## config.mk

```make
export PLATFORM = sky130hd
export DESIGN_NAME = wb_stage
export DESIGN_NICKNAME = d
export VERILOG_FILES = /design/src/rtl/core_pkg.sv /design/src/rtl/load_extend.sv /design/src/rtl/wb_stage.sv
export SDC_FILE = /design/constraint.sdc
export NUM_CORES = 1
export LEC_CHECK = 0
export BUFFER_PORTS_ARGS = -buffer_cell sky130_fd_sc_hd__buf_2
export CAP_MARGIN = 25
export CORE_AREA = 5 5 91 93
export DETAILED_ROUTE_END_ITERATION = 16
export DIE_AREA = 0 0 96 98
export GPL_TIMING_DRIVEN = 0
export HOLD_SLACK_MARGIN = 0.08
export PLACE_DENSITY = 0.9
export RECOVER_POWER = 25
export SYNTH_ARGS = -nofsm -noshare
export SYNTH_HDL_FRONTEND = slang
export SYNTH_SLANG_ARGS = --single-unit
```

## constraint.sdc

```tcl
create_clock -name clk -period 1.79 [get_ports clk]
set_input_delay 0.0895 -clock clk [delete_from_list [all_inputs] [get_ports clk]]
set_output_delay 0.0895 -clock clk [all_outputs]
set_load 0.005 [all_outputs]
```

## src/rtl/core_pkg.sv

```systemverilog
// Shared definitions for the write-back stage: source selects, load sizes,
// the write-back FSM state type and the held load-operation record.
package core_pkg;

  localparam logic [1:0] WB_SEL_ALU = 2'b00;
  localparam logic [1:0] WB_SEL_MEM = 2'b01;
  localparam logic [1:0] WB_SEL_PC4 = 2'b10;
  localparam logic [1:0] WB_SEL_LUI = 2'b11;

  localparam logic [1:0] LD_BYTE = 2'b00;
  localparam logic [1:0] LD_HALF = 2'b01;
  localparam logic [1:0] LD_WORD = 2'b10;

  typedef enum logic {
    IDLE     = 1'b0,
    WAIT_MEM = 1'b1
  } wb_state_t;

  // Load attributes held while the memory read is outstanding.
  typedef struct packed {
    logic [1:0] size;
    logic       uns;
    logic [1:0] addr_lo;
  } ld_op_t;

  // Half loads must be 2-byte aligned, word (and reserved) loads 4-byte aligned.
  function automatic logic ld_misaligned(input logic [1:0] size, input logic [1:0] addr_lo);
    logic mis;
    mis = 1'b0;
    if (size == LD_HALF) mis = addr_lo[0];
    else if (size != LD_BYTE) mis = (addr_lo != 2'b00);
    return mis;
  endfunction

endpackage

```

## src/rtl/load_extend.sv

```systemverilog
// Combinational load data extraction: picks the byte/half/word from an aligned
// memory word and sign- or zero-extends it to XLEN.
module load_extend
  import core_pkg::*;
#(
  parameter int XLEN = 32
) (
  input  logic [31:0]     mem_rdata,
  input  logic [1:0]      ld_size,
  input  logic            ld_unsigned,
  input  logic [1:0]      addr_lo,
  output logic [XLEN-1:0] result
);

  logic [7:0]  byte_sel;
  logic [15:0] half_sel;

  // Lane selection and extension; reserved size behaves as a word load.
  always_comb begin
    byte_sel = mem_rdata[7:0];
    case (addr_lo)
      2'd1:    byte_sel = mem_rdata[15:8];
      2'd2:    byte_sel = mem_rdata[23:16];
      2'd3:    byte_sel = mem_rdata[31:24];
      default: byte_sel = mem_rdata[7:0];
    endcase
    half_sel = addr_lo[1] ? mem_rdata[31:16] : mem_rdata[15:0];
    case (ld_size)
      LD_BYTE: result = ld_unsigned ? XLEN'(byte_sel) : XLEN'($signed(byte_sel));
      LD_HALF: result = ld_unsigned ? XLEN'(half_sel) : XLEN'($signed(half_sel));
      default: result = ld_unsigned ? XLEN'(mem_rdata) : XLEN'($signed(mem_rdata));
    endcase
  end

endmodule

```

## src/rtl/wb_stage.sv

```systemverilog
// Registered write-back stage: forms register-file write data from ALU, load,
// link or LUI sources, waits for load data with a watchdog, and stalls the MEM
// stage while a load is outstanding.
//
// Handshake: an instruction is accepted on a rising edge where in_valid and
// in_ready are both high; in_ready is high exactly when the FSM is in IDLE and
// inputs are only sampled on accept. mem_rvalid carries no ready: it is
// consumed on any edge where the FSM is in WAIT_MEM and ignored otherwise.
module wb_stage
  import core_pkg::*;
#(
  parameter int XLEN        = 32,
  parameter int PC_W        = 10,
  parameter int RF_AW       = 5,
  parameter int MEM_TIMEOUT = 15
) (
  input  logic             clk,
  input  logic             rst_n,
  input  logic             in_valid,
  output logic             in_ready,
  input  logic             in_regwrite,
  input  logic [RF_AW-1:0] in_rd,
  input  logic [1:0]       in_sel,
  input  logic             in_jal,
  input  logic [XLEN-1:0]  in_alu,
  input  logic [PC_W-1:0]  in_pc4,
  input  logic [31:0]      in_instr,
  input  logic [1:0]       in_ld_size,
  input  logic             in_ld_unsigned,
  input  logic [1:0]       in_addr_lo,
  input  logic             mem_rvalid,
  input  logic [31:0]      mem_rdata,
  output logic             rf_we,
  output logic [RF_AW-1:0] rf_waddr,
  output logic [XLEN-1:0]  rf_wdata,
  output logic             err_misalign,
  output logic             err_timeout
);

  localparam int CNT_W = (MEM_TIMEOUT > 1) ? $clog2(MEM_TIMEOUT) : 1;
  localparam logic [CNT_W-1:0] CNT_LAST = CNT_W'(MEM_TIMEOUT - 1);

  wb_state_t        state_q, state_d;
  logic [CNT_W-1:0] cnt_q, cnt_d;
  ld_op_t           ld_q, ld_d;
  logic [RF_AW-1:0] rd_q, rd_d;
  logic             regwrite_q, regwrite_d;
  logic             rf_we_q, rf_we_d;
  logic [RF_AW-1:0] rf_waddr_q, rf_waddr_d;
  logic [XLEN-1:0]  rf_wdata_q, rf_wdata_d;
  logic             err_misalign_q, err_misalign_d;
  logic             err_timeout_q, err_timeout_d;

  logic [1:0]       eff_sel;
  logic [31:0]      lui_imm;
  logic [XLEN-1:0]  src_data;
  logic [XLEN-1:0]  ld_result;

  load_extend #(.XLEN(XLEN)) u_load_extend (
    .mem_rdata   (mem_rdata),
    .ld_size     (ld_q.size),
    .ld_unsigned (ld_q.uns),
    .addr_lo     (ld_q.addr_lo),
    .result      (ld_result)
  );

  // Non-load write data: jal forces the link source regardless of in_sel.
  always_comb begin
    eff_sel = in_jal ? WB_SEL_PC4 : in_sel;
    lui_imm = in_instr & 32'hFFFF_F000;
    case (eff_sel)
      WB_SEL_PC4: src_data = XLEN'(in_pc4);
      WB_SEL_LUI: src_data = XLEN'($signed(lui_imm));
      default:    src_data = in_alu;
    endcase
  end

  // Next-state, watchdog and output register computation.
  always_comb begin
    state_d        = state_q;
    cnt_d          = cnt_q;
    ld_d           = ld_q;
    rd_d           = rd_q;
    regwrite_d     = regwrite_q;
    rf_we_d        = 1'b0;
    rf_waddr_d     = rf_waddr_q;
    rf_wdata_d     = rf_wdata_q;
    err_misalign_d = 1'b0;
    err_timeout_d  = err_timeout_q;
    case (state_q)
      IDLE: begin
        if (in_valid) begin
          if (eff_sel == WB_SEL_MEM) begin
            if (ld_misaligned(in_ld_size, in_addr_lo)) begin
              err_misalign_d = 1'b1;
            end else begin
              state_d    = WAIT_MEM;
              cnt_d      = '0;
              ld_d       = '{size: in_ld_size, uns: in_ld_unsigned, addr_lo: in_addr_lo};
              rd_d       = in_rd;
              regwrite_d = in_regwrite;
            end
          end else begin
            rf_we_d    = in_regwrite && (in_rd != '0);
            rf_waddr_d = in_rd;
            rf_wdata_d = src_data;
          end
        end
      end
      WAIT_MEM: begin
        // Data arriving on the final watchdog cycle still wins.
        if (mem_rvalid) begin
          state_d    = IDLE;
          rf_we_d    = regwrite_q && (rd_q != '0);
          rf_waddr_d = rd_q;
          rf_wdata_d = ld_result;
        end else if (cnt_q == CNT_LAST) begin
          state_d       = IDLE;
          err_timeout_d = 1'b1;
        end else begin
          cnt_d = cnt_q + 1'b1;
        end
      end
      default: state_d = IDLE;
    endcase
  end

  // State and output registers with asynchronous reset.
  always_ff @(posedge clk or negedge rst_n) begin
    if (!rst_n) begin
      state_q        <= IDLE;
      cnt_q          <= '0;
      ld_q           <= '0;
      rd_q           <= '0;
      regwrite_q     <= 1'b0;
      rf_we_q        <= 1'b0;
      rf_waddr_q     <= '0;
      rf_wdata_q     <= '0;
      err_misalign_q <= 1'b0;
      err_timeout_q  <= 1'b0;
    end else begin
      state_q        <= state_d;
      cnt_q          <= cnt_d;
      ld_q           <= ld_d;
      rd_q           <= rd_d;
      regwrite_q     <= regwrite_d;
      rf_we_q        <= rf_we_d;
      rf_waddr_q     <= rf_waddr_d;
      rf_wdata_q     <= rf_wdata_d;
      err_misalign_q <= err_misalign_d;
      err_timeout_q  <= err_timeout_d;
    end
  end

  assign in_ready     = (state_q == IDLE);
  assign rf_we        = rf_we_q;
  assign rf_waddr     = rf_waddr_q;
  assign rf_wdata     = rf_wdata_q;
  assign err_misalign = err_misalign_q;
  assign err_timeout  = err_timeout_q;

endmodule

```

==> results.md <==
- The run finished, with violations left.
- The final reports fail on negative setup slack.
- Leaving out fill and tap cells, the most frequent cell in the layout is buf_2.
- The clock network accounts for 19.7% of the total power.
- The met3 capacity usage during global routing is 4.931%.
- The analysis attributes to net switching a power of 1418 uW.
- In the final routed layout, each cell accounts on average for 20.20 um.
- Internal power comes to 2420 uW.
- The relative slew slack is 52.04%.
- Summing all placed instances gives a cell area of 0.004230 mm2.
- Setup repair after global routing could not meet its margin everywhere.
- The leakage component of the power is 0.002183 uW.
- For met1 alone, demand over resource in global routing was 33.65%.
- The fraction of power spent switching nets is 36.94%.
- The max capacitance violation total is 0.
- The most used routing layer in global routing is met2.
- The synthesized design contains 0 enable-type register cells.
- The share of cells above drive strength 1 is 43.33%.
- The via count of the first global-routing pass was 3643.
- After layout, the worst setup slack is -0.01240 ns.
- The total of endpoints with negative setup slack in the final report is 1.
- The post-synthesis average cell area is 10.04 um2.
- In this run the tool buffered the top-level ports with 152 buffer cells.
- The commonest register cell after synthesis is dfrtp_1.
- The post-synthesis cell area is 0.003322 mm2.
- TritonCTS built the clock tree.
- Synthesis handed over a netlist of 331 instances.
- During synthesis, Yosys emitted a total of 0 warnings.
- Clock-pin slew was measured on the worst setup and hold paths at 0.11 ns.
- The overall die area is 0.009408 mm2.
- Entering global routing, the biggest net connects 31 pins.
- Detailed routing inserted a total of 3659 vias.
- The minimum clock period is 1.802 ns.
- Broken down by cell family, the worst path's largest delay share belongs to compound AO/OA/AOI/OAI gates.
- The first detailed-routing pass took 5 iterations.
- The routed via count divided by cell count is 5.969.
- The number of antenna violations at the first check in global routing was 2.
- The hold violation count in the final report is 0.
- Of all cell types, the one taking the most synthesized area is dfrtp_1.
- The number of nets in the final layout is 635.
- The overall routed net length is 12.38 mm.
- The share of power burned in combinational logic is 37.6%.
- The number of nets handed over by synthesis was 457.
- The delay of the slowest critical-path stage is 0.41 ns.
- The detailed placement HPWL is 9.374 mm.
- In the layout the commonest cells are buf_2, dfrtp_1, nand2_1.
- After the first detailed-routing iteration, the DRC count stood at 398.
- The cell row count is 32.
- The critical path goes through buf_6 -> clkinv_1 -> a21o_2 -> a221oi_2 -> o31ai_1.
- For this run the aggregate overflow at the end of global routing stands at 0.
- Measured on the finished design, the core utilization comes to 61.78%.
- The fraction of registers with async set or reset after synthesis is 100.0%.
- For this design, the sink count on the clock tree is 56.
- The share of the cycle needed by the critical path after routing is 100.7%.
- After routing the design area is 0.004601 mm2.
- The required time of the critical path is 1.99 ns.
- The max-slew violation total from the final report is 0.
- The cell sitting at the root of the clock tree is a clkbuf_8.
- Global routing used 26.24% of the available tracks across all layers.
- The clock latency of the later-clocked register in the worst-skew pair is 0.32 ns.
- The critical path is of the reg -> reg type.
- The highest attainable clock frequency is 554.8 MHz.
- The maximum fanout along the worst path is 10.
- The number of distinct library cells after synthesis is 43.
- Sequential cells account for 42.6% of the total power.
- The footprint of the multi-input gates is 0.001827 mm2.
- Buffers inserted during clock tree synthesis total 5.
- The post-route antenna net violation count is 0.
- For this configuration, the core starts out at a cell density of 44.61%.
- The top-level port count is 165.
- The total instance count after detailed placement is 586.
- The min-delay analysis places its worst path in the category in -> reg.
- The post-detailed-route DRC marker count is 0.
- The first global-routing pass estimated 19.11 mm of wire.
- The worst-case IR drop observed on VDD is 0.0003899 V.
- The fraction of the yosys area taken by sequential cells is 42.18%.
- The die outline width is 96 um.
- The H-tree generated during clock tree synthesis spans 2 levels.
- The total negative setup slack is -0.01240 ns.
- The standard cell with the maximum stage delay on the critical path is a221oi_2.
- At the worst endpoint, the arrival time is 2.00 ns.
- Counting both buffers and inverters, the worst setup path holds a total of 2.
- Fill cells in the final layout number 638.
- By area the synthesized netlist is led by dfrtp_1, a221oi_1, o31ai_1.
- Compared with the post-synthesis result, the final layout area differs by 38.49%.
- The routability congestion estimate from global placement is 0.9729.
- The power after layout is 3838 uW.
- The met2 usage is 42.96%.
- The worst setup path is captured at a flip-flop.
- For the pin with the worst max-slew slack, the measured transition is 0.7194 ns.
- STA classifies the critical path startpoint as a flip-flop.
- The register bit total from synthesis is 56.
- The height of the die is 98 um.
- The fraction of synthesized cell area taken by the top area cell type is 42.18%.
- The finished layout holds 613 standard cells, fillers aside.
- No sink is reached through more buffers than the 2 on the longest clock path.
- For this design the ratio of total power to cell area is 834.2 mW/mm2.
- The register area is 0.001403 mm2.
- The clock arrives with 0.007900 ns of skew.
- The region available for standard cell placement spans 0.007447 mm2.
-- tightest hold or removal path: stages --
cell and delay (ns):
buf_2 0.08, a221oi_1 0.07, o31ai_1 0.18
-- sequential cells by signal, indices dropped and copies added (netlist names) --
register	count
rf_wdata	32
ld_q	5
rd_q	5
rf_waddr	5
cnt_q	4
err_misalign	1
err_timeout	1
regwrite_q	1
rf_we	1
state_q	1
-- synthesized netlist by cell type (all sizes together) (2+ instances only) --
library cell and count:
a21o 11, a21oi 18, a221oi 38, a22o 9, a22oi 10, a311oi 8
buf 20, clkbuf 13, dfrtp 56, ha 2, inv 5, mux2 11
mux2i 8, mux4 6, nand2 47, nand2b 2, nand3 7, nor2 5
nor2b 2, nor3 2, o2111ai 2, o21ai 10, o31ai 25, or3 2
or4 2
-- layer usage --
layer / vias up / wire [um]
met3: 48 / 1041
met4: 2 / 563
met5: - / 13
met2: 210 / 5937
met1: 1744 / 4824
li1: 1655 / -
-- cell families after synthesis --
logic type	after synthesis	synth area share (%)
buffers and inverters	39	5.687
and+or+nand+nor	75	10.24
adders and majority gates	2	0.7532
xor gates and xnor gates	1	0.2637
muxes	25	10.21
DFF	56	42.18
AOI/OAI and AO/OA	133	30.66
-- layout make-up --
class / instances / area share [%]
Antenna cell: 1 / 0.05439
Buffer: 33 / 3.889
Clock buffer: 5 / 1.496
Clock inverter: 3 / 0.5983
Inverter: 6 / 0.4895
Multi-Input combinational cell: 236 / 39.71
Sequential cell: 56 / 30.49
Tap cell: 102 / 2.774
Timing Repair Buffer: 171 / 20.51
-- what timing repair did --
action / CTS / global route
setup buffers: 0 / 4
cloned: 0 / 0
setup endpoints to repair: 5 / 33
gates resized for setup: 4 / 26
hold buffers: 14 / 0
hold endpoints to repair: 43 / 0
pin swaps: 0 / 5
-- final timing paths --
kind | start | endpoint | slack (ns) | depth (start not counted)
min in group asynchronous | rst_n | rf_waddr[4] | 0.35 | 2
max in group asynchronous | rst_n | ld_q[0] | 0.82 | 3
worst min register to register | rf_wdata[28] | rf_wdata[28] | 0.49 | 2
worst max-delay path | ld_q[1] | rf_wdata[0] | -0.01 | 5
worst min-delay path | in_alu[22] | rf_wdata[22] | 0.12 | 3
worst max register to register | ld_q[1] | rf_wdata[0] | -0.01 | 5
-- per-stage QoR --
stage	worst slack [ns]	hold slack [ns]
detailed placement	-0.04190	0.1353
global route	-0.04280	0.1308
global placement	-0.01335	0.3253
floorplan	0.1737	-0.2061
CTS	0.004252	0.1223
finish	-0.01240	0.1163
-- power groups by stage --
stage	Sequential, uW	Combinational [uW]	Clock (uW)
after floorplan	1620	779	0
after global placement	1620	1250	0
after detailed placement	1640	1310	0
after CTS	1620	1340	756
after global routing	1660	1570	797
final	1640	1440	757
Power figures use the tool's default switching activity.
